--- src/rtl/seg_scan_decoder_if.sv ---
// Display snoop bundle: select/segment pins in, decoded frame results out.
interface seg_scan_decoder_if;
    logic [4:0]  seg_sel_in;
    logic [7:0]  seg_led_in;
    logic [16:0] num_out;
    logic [19:0] digits_out;
    logic        num_valid;
    logic        frame_err;

    modport master (
        output seg_sel_in,
        output seg_led_in,
        input  num_out,
        input  digits_out,
        input  num_valid,
        input  frame_err
    );

    modport slave (
        input  seg_sel_in,
        input  seg_led_in,
        output num_out,
        output digits_out,
        output num_valid,
        output frame_err
    );
endinterface

--- src/rtl/seg_scan_decoder.sv ---
// Snoops a 5-digit multiplexed seven-segment scan and rebuilds the number.
module seg_scan_decoder #(
    parameter int SETTLE    = 4,
    parameter int DWELL_MAX = 100_000
) (
    input logic               sys_clk,
    input logic               sys_rst,
    seg_scan_decoder_if.slave io_bus
);

    typedef enum logic [2:0] {
        S_IDLE,
        S_SETTLE,
        S_DWELL,
        S_CONVERT,
        S_DONE
    } state_t;

    localparam logic [4:0]  LP_SEL_D5  = 5'b11110;
    localparam logic [15:0] LP_SET_END = 16'(SETTLE - 1);
    localparam logic [16:0] LP_DWELL   = 17'(DWELL_MAX);
    localparam logic [16:0] LP_SAT     = 17'h1FFFF;

    state_t r_state;
    state_t w_next;

    logic [4:0]       r_sel_s1;
    logic [4:0]       r_sel_s2;
    logic [4:0]       r_sel_prev;
    logic [7:0]       r_led_s1;
    logic [7:0]       r_led_s2;
    logic [2:0]       r_pos;
    logic [4:0][3:0]  r_dig;
    logic [15:0]      r_settle;
    logic [16:0]      r_dwell;
    logic [16:0]      r_acc;
    logic [2:0]       r_cidx;
    logic [16:0]      r_num;
    logic [19:0]      r_digits;
    logic             r_valid;
    logic             r_err;

    logic             w_chg;
    logic [4:0]       w_succ;
    logic [4:0]       w_dec;
    logic             w_start;
    logic             w_adv;
    logic             w_store;
    logic             w_err;
    logic             w_cvt;
    logic             w_done;

    // Returns {valid, bcd}; dp (bit 7) is don't-care.
    function automatic logic [4:0] seg2bcd(input logic [7:0] s);
        logic [4:0] r;
        r = 5'b0;
        casez (s)
            8'b?011_1111: r = {1'b1, 4'd0};
            8'b?000_0110: r = {1'b1, 4'd1};
            8'b?101_1011: r = {1'b1, 4'd2};
            8'b?100_1111: r = {1'b1, 4'd3};
            8'b?110_0110: r = {1'b1, 4'd4};
            8'b?110_1101: r = {1'b1, 4'd5};
            8'b?111_1101: r = {1'b1, 4'd6};
            8'b?000_0111: r = {1'b1, 4'd7};
            8'b?111_1111: r = {1'b1, 4'd8};
            8'b?110_1111: r = {1'b1, 4'd9};
            default:      r = 5'b0;
        endcase
        return r;
    endfunction

    assign w_chg  = (r_sel_s2 != r_sel_prev);
    assign w_succ = {r_sel_prev[3:0], r_sel_prev[4]};
    assign w_dec  = seg2bcd(r_led_s2);

    always_ff @(posedge sys_clk) begin
        if (sys_rst) r_state <= S_IDLE;
        else         r_state <= w_next;
    end

    always_comb begin
        w_next  = r_state;
        w_start = 1'b0;
        w_adv   = 1'b0;
        w_store = 1'b0;
        w_err   = 1'b0;
        w_cvt   = 1'b0;
        w_done  = 1'b0;
        unique case (r_state)
            S_IDLE: begin
                if (w_chg && r_sel_s2 == LP_SEL_D5) begin
                    w_next  = S_SETTLE;
                    w_start = 1'b1;
                end
            end
            S_SETTLE, S_DWELL: begin
                if (w_chg) begin
                    if (r_sel_s2 == w_succ && r_pos != 3'd4) begin
                        w_next = S_SETTLE;
                        w_adv  = 1'b1;
                    end else begin
                        w_err = 1'b1;
                        if (r_sel_s2 == LP_SEL_D5) begin
                            w_next  = S_SETTLE;
                            w_start = 1'b1;
                        end else begin
                            w_next = S_IDLE;
                        end
                    end
                end else if (r_state == S_SETTLE) begin
                    if (r_settle == LP_SET_END) begin
                        if (w_dec[4]) begin
                            w_store = 1'b1;
                            w_next  = (r_pos == 3'd4) ? S_CONVERT : S_DWELL;
                        end else begin
                            w_err  = 1'b1;
                            w_next = S_IDLE;
                        end
                    end
                end else if (r_dwell >= LP_DWELL) begin
                    w_err  = 1'b1;
                    w_next = S_IDLE;
                end
            end
            S_CONVERT: begin
                w_cvt = 1'b1;
                if (r_cidx == 3'd4) w_next = S_DONE;
            end
            S_DONE: begin
                w_done = 1'b1;
                w_next = S_IDLE;
            end
            default: w_next = S_IDLE;
        endcase
    end

    always_ff @(posedge sys_clk) begin
        if (sys_rst) begin
            r_sel_s1   <= 5'h1F;
            r_sel_s2   <= 5'h1F;
            r_sel_prev <= 5'h1F;
            r_led_s1   <= 8'h00;
            r_led_s2   <= 8'h00;
            r_pos      <= 3'd0;
            r_dig      <= '0;
            r_settle   <= 16'd0;
            r_dwell    <= 17'd0;
            r_acc      <= 17'd0;
            r_cidx     <= 3'd0;
            r_num      <= 17'd0;
            r_digits   <= 20'd0;
            r_valid    <= 1'b0;
            r_err      <= 1'b0;
        end else begin
            r_sel_s1   <= io_bus.seg_sel_in;
            r_sel_s2   <= r_sel_s1;
            r_sel_prev <= r_sel_s2;
            r_led_s1   <= io_bus.seg_led_in;
            r_led_s2   <= r_led_s1;

            if (w_chg)                r_dwell <= 17'd0;
            else if (r_dwell != LP_SAT) r_dwell <= r_dwell + 17'd1;

            if (w_start) begin
                r_pos    <= 3'd0;
                r_settle <= 16'd0;
            end else if (w_adv) begin
                r_pos    <= r_pos + 3'd1;
                r_settle <= 16'd0;
            end else if (r_state == S_SETTLE) begin
                r_settle <= r_settle + 16'd1;
            end

            if (w_store) r_dig[r_pos] <= w_dec[3:0];

            // Units digit stored: prime the MSD-first accumulate.
            if (w_store && r_pos == 3'd4) begin
                r_acc  <= 17'd0;
                r_cidx <= 3'd0;
            end else if (w_cvt) begin
                r_acc  <= (r_acc << 3) + (r_acc << 1) + {13'd0, r_dig[r_cidx]};
                r_cidx <= r_cidx + 3'd1;
            end

            r_valid <= w_done;
            r_err   <= w_err;
            if (w_done) begin
                r_num    <= r_acc;
                r_digits <= {r_dig[0], r_dig[1], r_dig[2], r_dig[3], r_dig[4]};
            end
        end
    end

    assign io_bus.num_out    = r_num;
    assign io_bus.digits_out = r_digits;
    assign io_bus.num_valid  = r_valid;
    assign io_bus.frame_err  = r_err;

endmodule

--- src/flat_wrapper.sv ---
// flat-port wrapper written by rule: the top's interface ports become plain ports
module seg_scan_decoder_flat 
#(
    parameter int SETTLE    = 4,
    parameter int DWELL_MAX = 100_000
)
  (sys_clk, sys_rst, io_bus_seg_sel_in, io_bus_seg_led_in, io_bus_num_out, io_bus_digits_out, io_bus_num_valid, io_bus_frame_err);
  seg_scan_decoder_if io_bus_i ();
  input logic sys_clk;
  input logic sys_rst;
  input wire logic [$bits(io_bus_i.seg_sel_in)-1:0] io_bus_seg_sel_in;
  input wire logic [$bits(io_bus_i.seg_led_in)-1:0] io_bus_seg_led_in;
  output wire logic [$bits(io_bus_i.num_out)-1:0] io_bus_num_out;
  output wire logic [$bits(io_bus_i.digits_out)-1:0] io_bus_digits_out;
  output wire logic [$bits(io_bus_i.num_valid)-1:0] io_bus_num_valid;
  output wire logic [$bits(io_bus_i.frame_err)-1:0] io_bus_frame_err;
  assign io_bus_i.seg_sel_in = io_bus_seg_sel_in;
  assign io_bus_i.seg_led_in = io_bus_seg_led_in;
  assign io_bus_num_out = io_bus_i.num_out;
  assign io_bus_digits_out = io_bus_i.digits_out;
  assign io_bus_num_valid = io_bus_i.num_valid;
  assign io_bus_frame_err = io_bus_i.frame_err;
  seg_scan_decoder #(.SETTLE(SETTLE), .DWELL_MAX(DWELL_MAX)) u_core (.sys_clk(sys_clk), .sys_rst(sys_rst), .io_bus(io_bus_i));
endmodule
--- config.mk ---
export PLATFORM = sky130hd
export DESIGN_NAME = seg_scan_decoder_flat
export DESIGN_NICKNAME = d
export VERILOG_FILES = /design/src/rtl/seg_scan_decoder_if.sv /design/src/rtl/seg_scan_decoder.sv /design/src/flat_wrapper.sv
export SDC_FILE = /design/constraint.sdc
export NUM_CORES = 1
export LEC_CHECK = 0
export ABC_CLOCK_PERIOD_IN_PS = 4910
export CAP_MARGIN = 20
export CORE_MARGIN = 2
export CORE_UTILIZATION = 40
export DETAILED_ROUTE_END_ITERATION = 8
export GPL_TIMING_DRIVEN = 0
export SLEW_MARGIN = 15
export SYNTH_ARGS = -nofsm -noshare
export SYNTH_HDL_FRONTEND = slang
export SYNTH_SLANG_ARGS = --single-unit
export TNS_END_PERCENT = 5
--- constraint.sdc ---
create_clock -name sys_clk -period 4.91 [get_ports sys_clk]
set_clock_uncertainty 0.15 [all_clocks]
set_input_delay 1.2275 -clock sys_clk [delete_from_list [all_inputs] [get_ports sys_clk]]
set_output_delay 1.2275 -clock sys_clk [all_outputs]
set_load 0.01 [all_outputs]
==> run_summary.xml, run 1 <==
<?xml version="1.0" encoding="UTF-8"?>
<metrics>
  <group name="logic_synthesis">
    <metric name="synthCells" unit="">778</metric>
    <metric name="synth_adder_area_share" unit="">0.0727</metric>
    <metric name="syn_avg_cell_area" unit="um2">8.88</metric>
    <metric name="combinational_family_with_the_most_area_after_synthesis" unit="">simple AND/OR/NAND/NOR gates</metric>
    <metric name="ys_warn_count" unit="">0</metric>
    <metric name="synth.area.mux_share" unit="">0.0478</metric>
    <metric name="share_of_synthesized_flip_flops_with_an_asynchronous_set_or_reset" unit="">0</metric>
    <metric name="ys_dominant_reg_cell" unit="">sky130_fd_sc_hd__dfxtp_1</metric>
    <metric name="synth.cell_area" unit="um2">6910</metric>
    <metric name="synthXorXnorAreaFrac" unit="">0.0723</metric>
    <metric name="netlist-cell-type-count" unit="">53</metric>
    <metric name="synth-seq-cells" unit="">147</metric>
    <metric name="synth.yosys.seq_area_share" unit="">0.426</metric>
    <metric name="synth_enable_flop_cells" unit="">0</metric>
    <metric name="synthSimpleGateAreaFrac" unit="">0.238</metric>
    <metric name="syn_nets" unit="">831</metric>
    <metric name="synth_compound_gate_area_share" unit="">0.113</metric>
  </group>
  <group name="critical_path">
    <metric name="endpoint_required_time_on_the_critical_path" unit="ns">5.11</metric>
    <metric name="cp_cell_sequence" unit="">clkbuf_1 &gt; mux4_2 &gt; nor2b_1 &gt; a31oi_1 &gt; fa_1 &gt; inv_1 &gt; ha_1 &gt; a211oi_1 &gt; o21ai_0 &gt; a41oi_1 &gt; a21oi_1 &gt; xnor2_1 &gt; a211oi_1</metric>
    <metric name="crit_path_start_kind" unit="">flip-flop</metric>
    <metric name="path_max_fanout" unit="">7</metric>
    <metric name="crit_top_cell" unit="">sky130_fd_sc_hd__a211oi_1</metric>
    <metric name="cp_slowest_cell" unit="">sky130_fd_sc_hd__mux4_2</metric>
    <metric name="critical_path_class" unit="">reg -&gt; reg</metric>
    <metric name="critical_path_buf_inv_count" unit="">2</metric>
    <metric name="cp-end-kind" unit="">flip-flop</metric>
    <metric name="top_cell_family_by_delay_on_the_critical_path" unit="">compound AO/OA/AOI/OAI gates</metric>
    <metric name="slowest_cell_delay_on_critical_path" unit="ns">0.57</metric>
    <metric name="timing.critical_path.arrival" unit="ns">4.53</metric>
  </group>
  <group name="clock_tree">
    <metric name="cts-resized-gates" unit="">0</metric>
    <metric name="cts_post_setup_buffers_inserted" unit="">0</metric>
    <metric name="cts.sink_count" unit="">147</metric>
    <metric name="cts_root_buffer" unit="">sky130_fd_sc_hd__clkbuf_16</metric>
    <metric name="path_clk_slew" unit="ns">0.06</metric>
    <metric name="htreeDepth" unit="">4</metric>
    <metric name="cts_hold_repair.buffers" unit="">0</metric>
    <metric name="clockBufferDepth" unit="">2</metric>
    <metric name="tritoncts_clock_tree" unit="">done</metric>
    <metric name="numCtsBuffers" unit="">17</metric>
    <metric name="worstSkewPairLatency" unit="ns">0.43</metric>
  </group>
  <group name="timing">
    <metric name="final-max-slew-violation-count" unit="">0</metric>
    <metric name="maxSlewHeadroom" unit="">0.487</metric>
    <metric name="fmax" unit="MHz">231</metric>
    <metric name="setup_violations" unit="">0</metric>
    <metric name="final_hold_viol_count" unit="">0</metric>
    <metric name="rsz0062_at_grt" unit="">false</metric>
    <metric name="tns" unit="ns">0</metric>
    <metric name="worst_slew_pin_slew" unit="ns">0.763</metric>
    <metric name="finalWorstPathRequiredPeriod" unit="ns">4.33</metric>
    <metric name="layout_worst_path_cycle_share" unit="">0.883</metric>
  </group>
  <group name="drt">
    <metric name="vias_per_cell" unit="">4.98</metric>
    <metric name="ant_nets" unit="">0</metric>
    <metric name="drt_pass1_iterations" unit="">4</metric>
    <metric name="routed_wire_length_per_instance" unit="um">13.5</metric>
    <metric name="drc_errors" unit="">0</metric>
    <metric name="dr_total_vias" unit="">5403</metric>
    <metric name="first_iteration_detailed_routing_drc_count" unit="">219</metric>
    <metric name="routed_wirelength" unit="um">14700</metric>
  </group>
  <group name="floorplanning">
    <metric name="num_rows" unit="">48</metric>
    <metric name="floorplan.io_pins" unit="">54</metric>
    <metric name="core_area" unit="um2">17100</metric>
    <metric name="die_width" unit="um">135</metric>
    <metric name="die_area" unit="um2">18300</metric>
    <metric name="start_util" unit="">0.405</metric>
    <metric name="die_y" unit="um">135</metric>
  </group>
  <group name="pwr">
    <metric name="comb_power_share" unit="">0.073</metric>
    <metric name="intPower" unit="mW">2.03</metric>
    <metric name="p_clk_frac" unit="">0.468</metric>
    <metric name="p_sw" unit="mW">0.655</metric>
    <metric name="p_seq_frac" unit="">0.460</metric>
    <metric name="ir_worst_vdd" unit="mV">0.223</metric>
    <metric name="pwr_density_cell" unit="nW/um2">325</metric>
    <metric name="p_leak" unit="nW">2.98</metric>
    <metric name="power.switching_fraction" unit="">0.244</metric>
  </group>
  <group name="final_layout">
    <metric name="most_frequent_cells_in_the_layout" unit="">sky130_fd_sc_hd__dfxtp_1, sky130_fd_sc_hd__nand2_1, sky130_fd_sc_hd__nor2_1</metric>
    <metric name="layout_commonest_cell" unit="">sky130_fd_sc_hd__dfxtp_1</metric>
    <metric name="num-nets-final" unit="">901</metric>
    <metric name="layout.area.seq" unit="um2">2940</metric>
    <metric name="drive_above_1_share" unit="">0.0906</metric>
    <metric name="filler_cells" unit="">1672</metric>
    <metric name="final-instance-count-excl-fill" unit="">1086</metric>
    <metric name="syn_to_final_growth" unit="%">19.8</metric>
    <metric name="utilization" unit="">0.485</metric>
    <metric name="multi_input_area" unit="um2">3750</metric>
    <metric name="insertedDiodeCount" unit="">0</metric>
  </group>
  <group name="global_route">
    <metric name="grt_overall_usage" unit="">0.169</metric>
    <metric name="grt_pass1_vias" unit="">5210</metric>
    <metric name="grt_antenna_before_repair" unit="">0</metric>
    <metric name="grt_first_pass_wirelength" unit="um">24700</metric>
    <metric name="globalRouteOverflowTotal" unit="">0</metric>
    <metric name="grt_start_max_net_pins" unit="">17</metric>
  </group>
  <group name="hold_path">
    <metric name="worst_hold_path_type" unit="">reg -&gt; reg</metric>
  </group>
  <group name="place">
    <metric name="dp_hpwl" unit="um">10300</metric>
    <metric name="gp_congestion" unit="">0.821</metric>
    <metric name="placement.io_buffers" unit="">51</metric>
    <metric name="post-place-cells" unit="">1054</metric>
  </group>
  <group name="status">
    <metric name="outcome" unit="">completed</metric>
  </group>
  <group name="job">
    <metric name="timing.max_cap.violations" unit="">0</metric>
  </group>
</metrics>
[worst paths after layout]
check	slack (ns)	from	cells after the start	to
hold / removal	0.25	u_core.r_sel_s1[0]$_SDFF_PP1_	1	u_core.r_sel_s2[0]$_SDFF_PP1_
hold reg to reg	0.25	u_core.r_sel_s1[0]$_SDFF_PP1_	1	u_core.r_sel_s2[0]$_SDFF_PP1_
setup / recovery	0.58	u_core.r_cidx[0]$_SDFFE_PP0P_	13	u_core.r_acc[15]$_SDFFE_PP0P_
setup reg to reg	0.58	u_core.r_cidx[0]$_SDFFE_PP0P_	13	u_core.r_acc[15]$_SDFFE_PP0P_
[worst register-to-register path, stage by stage (launching register included)]
cell	delay, ns
sky130_fd_sc_hd__dfxtp_1	0.33
sky130_fd_sc_hd__clkbuf_1	0.41
sky130_fd_sc_hd__mux4_2	0.57
sky130_fd_sc_hd__nor2b_1	0.14
sky130_fd_sc_hd__a31oi_1	0.28
sky130_fd_sc_hd__fa_1	0.47
sky130_fd_sc_hd__inv_1	0.11
sky130_fd_sc_hd__ha_1	0.26
sky130_fd_sc_hd__a211oi_1	0.38
sky130_fd_sc_hd__o21ai_0	0.19
sky130_fd_sc_hd__a41oi_1	0.42
sky130_fd_sc_hd__a21oi_1	0.16
sky130_fd_sc_hd__xnor2_1	0.15
sky130_fd_sc_hd__a211oi_1	0.22
[metal layers]
metal,share of wire,routed length [um],vias up,GRT usage
li1,-,-,2811,-
met1,0.48,7110,2475,0.217
met4,0.019,282,0,0.0654
met5,0,0,-,0
met3,0.037,536,25,0.0374
met2,0.46,6750,92,0.279
[kinds of logic (layout without fill, tap and decap cells)]
logic type | Yosys count | in the layout
and+or+nand+nor | 331 | 331
DFF | 147 | 147
AOI/OAI and AO/OA | 123 | 123
xor gates and xnor gates | 57 | 57
buffers and inverters | 53 | 136
adders and majority gates | 39 | 39
muxes | 28 | 28
[power by group through the flow]
stage                     Clock [mW]  Sequential (mW)  Combinational (mW)
after floorplan                    0             1.26               0.147
after global placement             0             1.26               0.193
after detailed placement           0             1.26               0.193
after CTS                       1.28             1.23               0.196
after global routing            1.33             1.24               0.219
final                           1.26             1.23               0.195
[cell type report]
class / instances / share of cell area
Inverter: 17 / 0.00772
Buffer: 36 / 0.0175
Clock buffer: 20 / 0.0564
Multi-Input combinational cell: 578 / 0.454
Tap cell: 225 / 0.0340
Timing Repair Buffer: 51 / 0.0617
Clock inverter: 12 / 0.0129
Sequential cell: 147 / 0.356
[sequential cells by signal, summed over array words and instances (netlist names), 7 cells and up]
name	flops
u_core.io_bus.digits_out	20
u_core.io_bus.num_out	17
u_core.r_acc	17
u_core.r_dig	20
u_core.r_dwell	17
u_core.r_led_s1	7
u_core.r_led_s2	7
u_core.r_settle	16
[synth_stat cells (all sizes together), types with 9 or more instances]
cell / instances / share of area
xnor2: 35 / 0.044
nand4: 19 / 0.017
xor2: 22 / 0.028
a21oi: 63 / 0.046
mux2i: 24 / 0.035
a211oi: 12 / 0.015
nand2: 117 / 0.064
ha: 36 / 0.065
nor2: 93 / 0.051
nor4: 10 / 0.020
nor3: 9 / 0.0082
o21ai: 13 / 0.0094
dfxtp: 147 / 0.43
or2: 18 / 0.016
or3: 9 / 0.0082
clkbuf: 29 / 0.016
inv: 17 / 0.0092
nand3: 16 / 0.012
nor2b: 19 / 0.017
[stage by stage]
stage | power [mW] | instance area, um2 | worst slack, ns | hold slack, ns
after detailed placement | 1.45 | 7700 | 0.577 | 0.244
after global placement | 1.45 | 7700 | 0.585 | 0.242
final | 2.68 | 8270 | 0.575 | 0.254
after global routing | 2.79 | 8270 | 0.188 | 0.273
after CTS | 2.71 | 8270 | 0.550 | 0.256
after floorplan | 1.40 | 6910 | 1.22 | 0.239
No activity file was read; power rests on OpenSTA's default activity.
==> run 2, diff against run 1 <==
- HOLD_SLACK_MARGIN: default -> 0.12
==> results of run 2 <==
Final layout, timing and power as in run 1 (identical DEF).
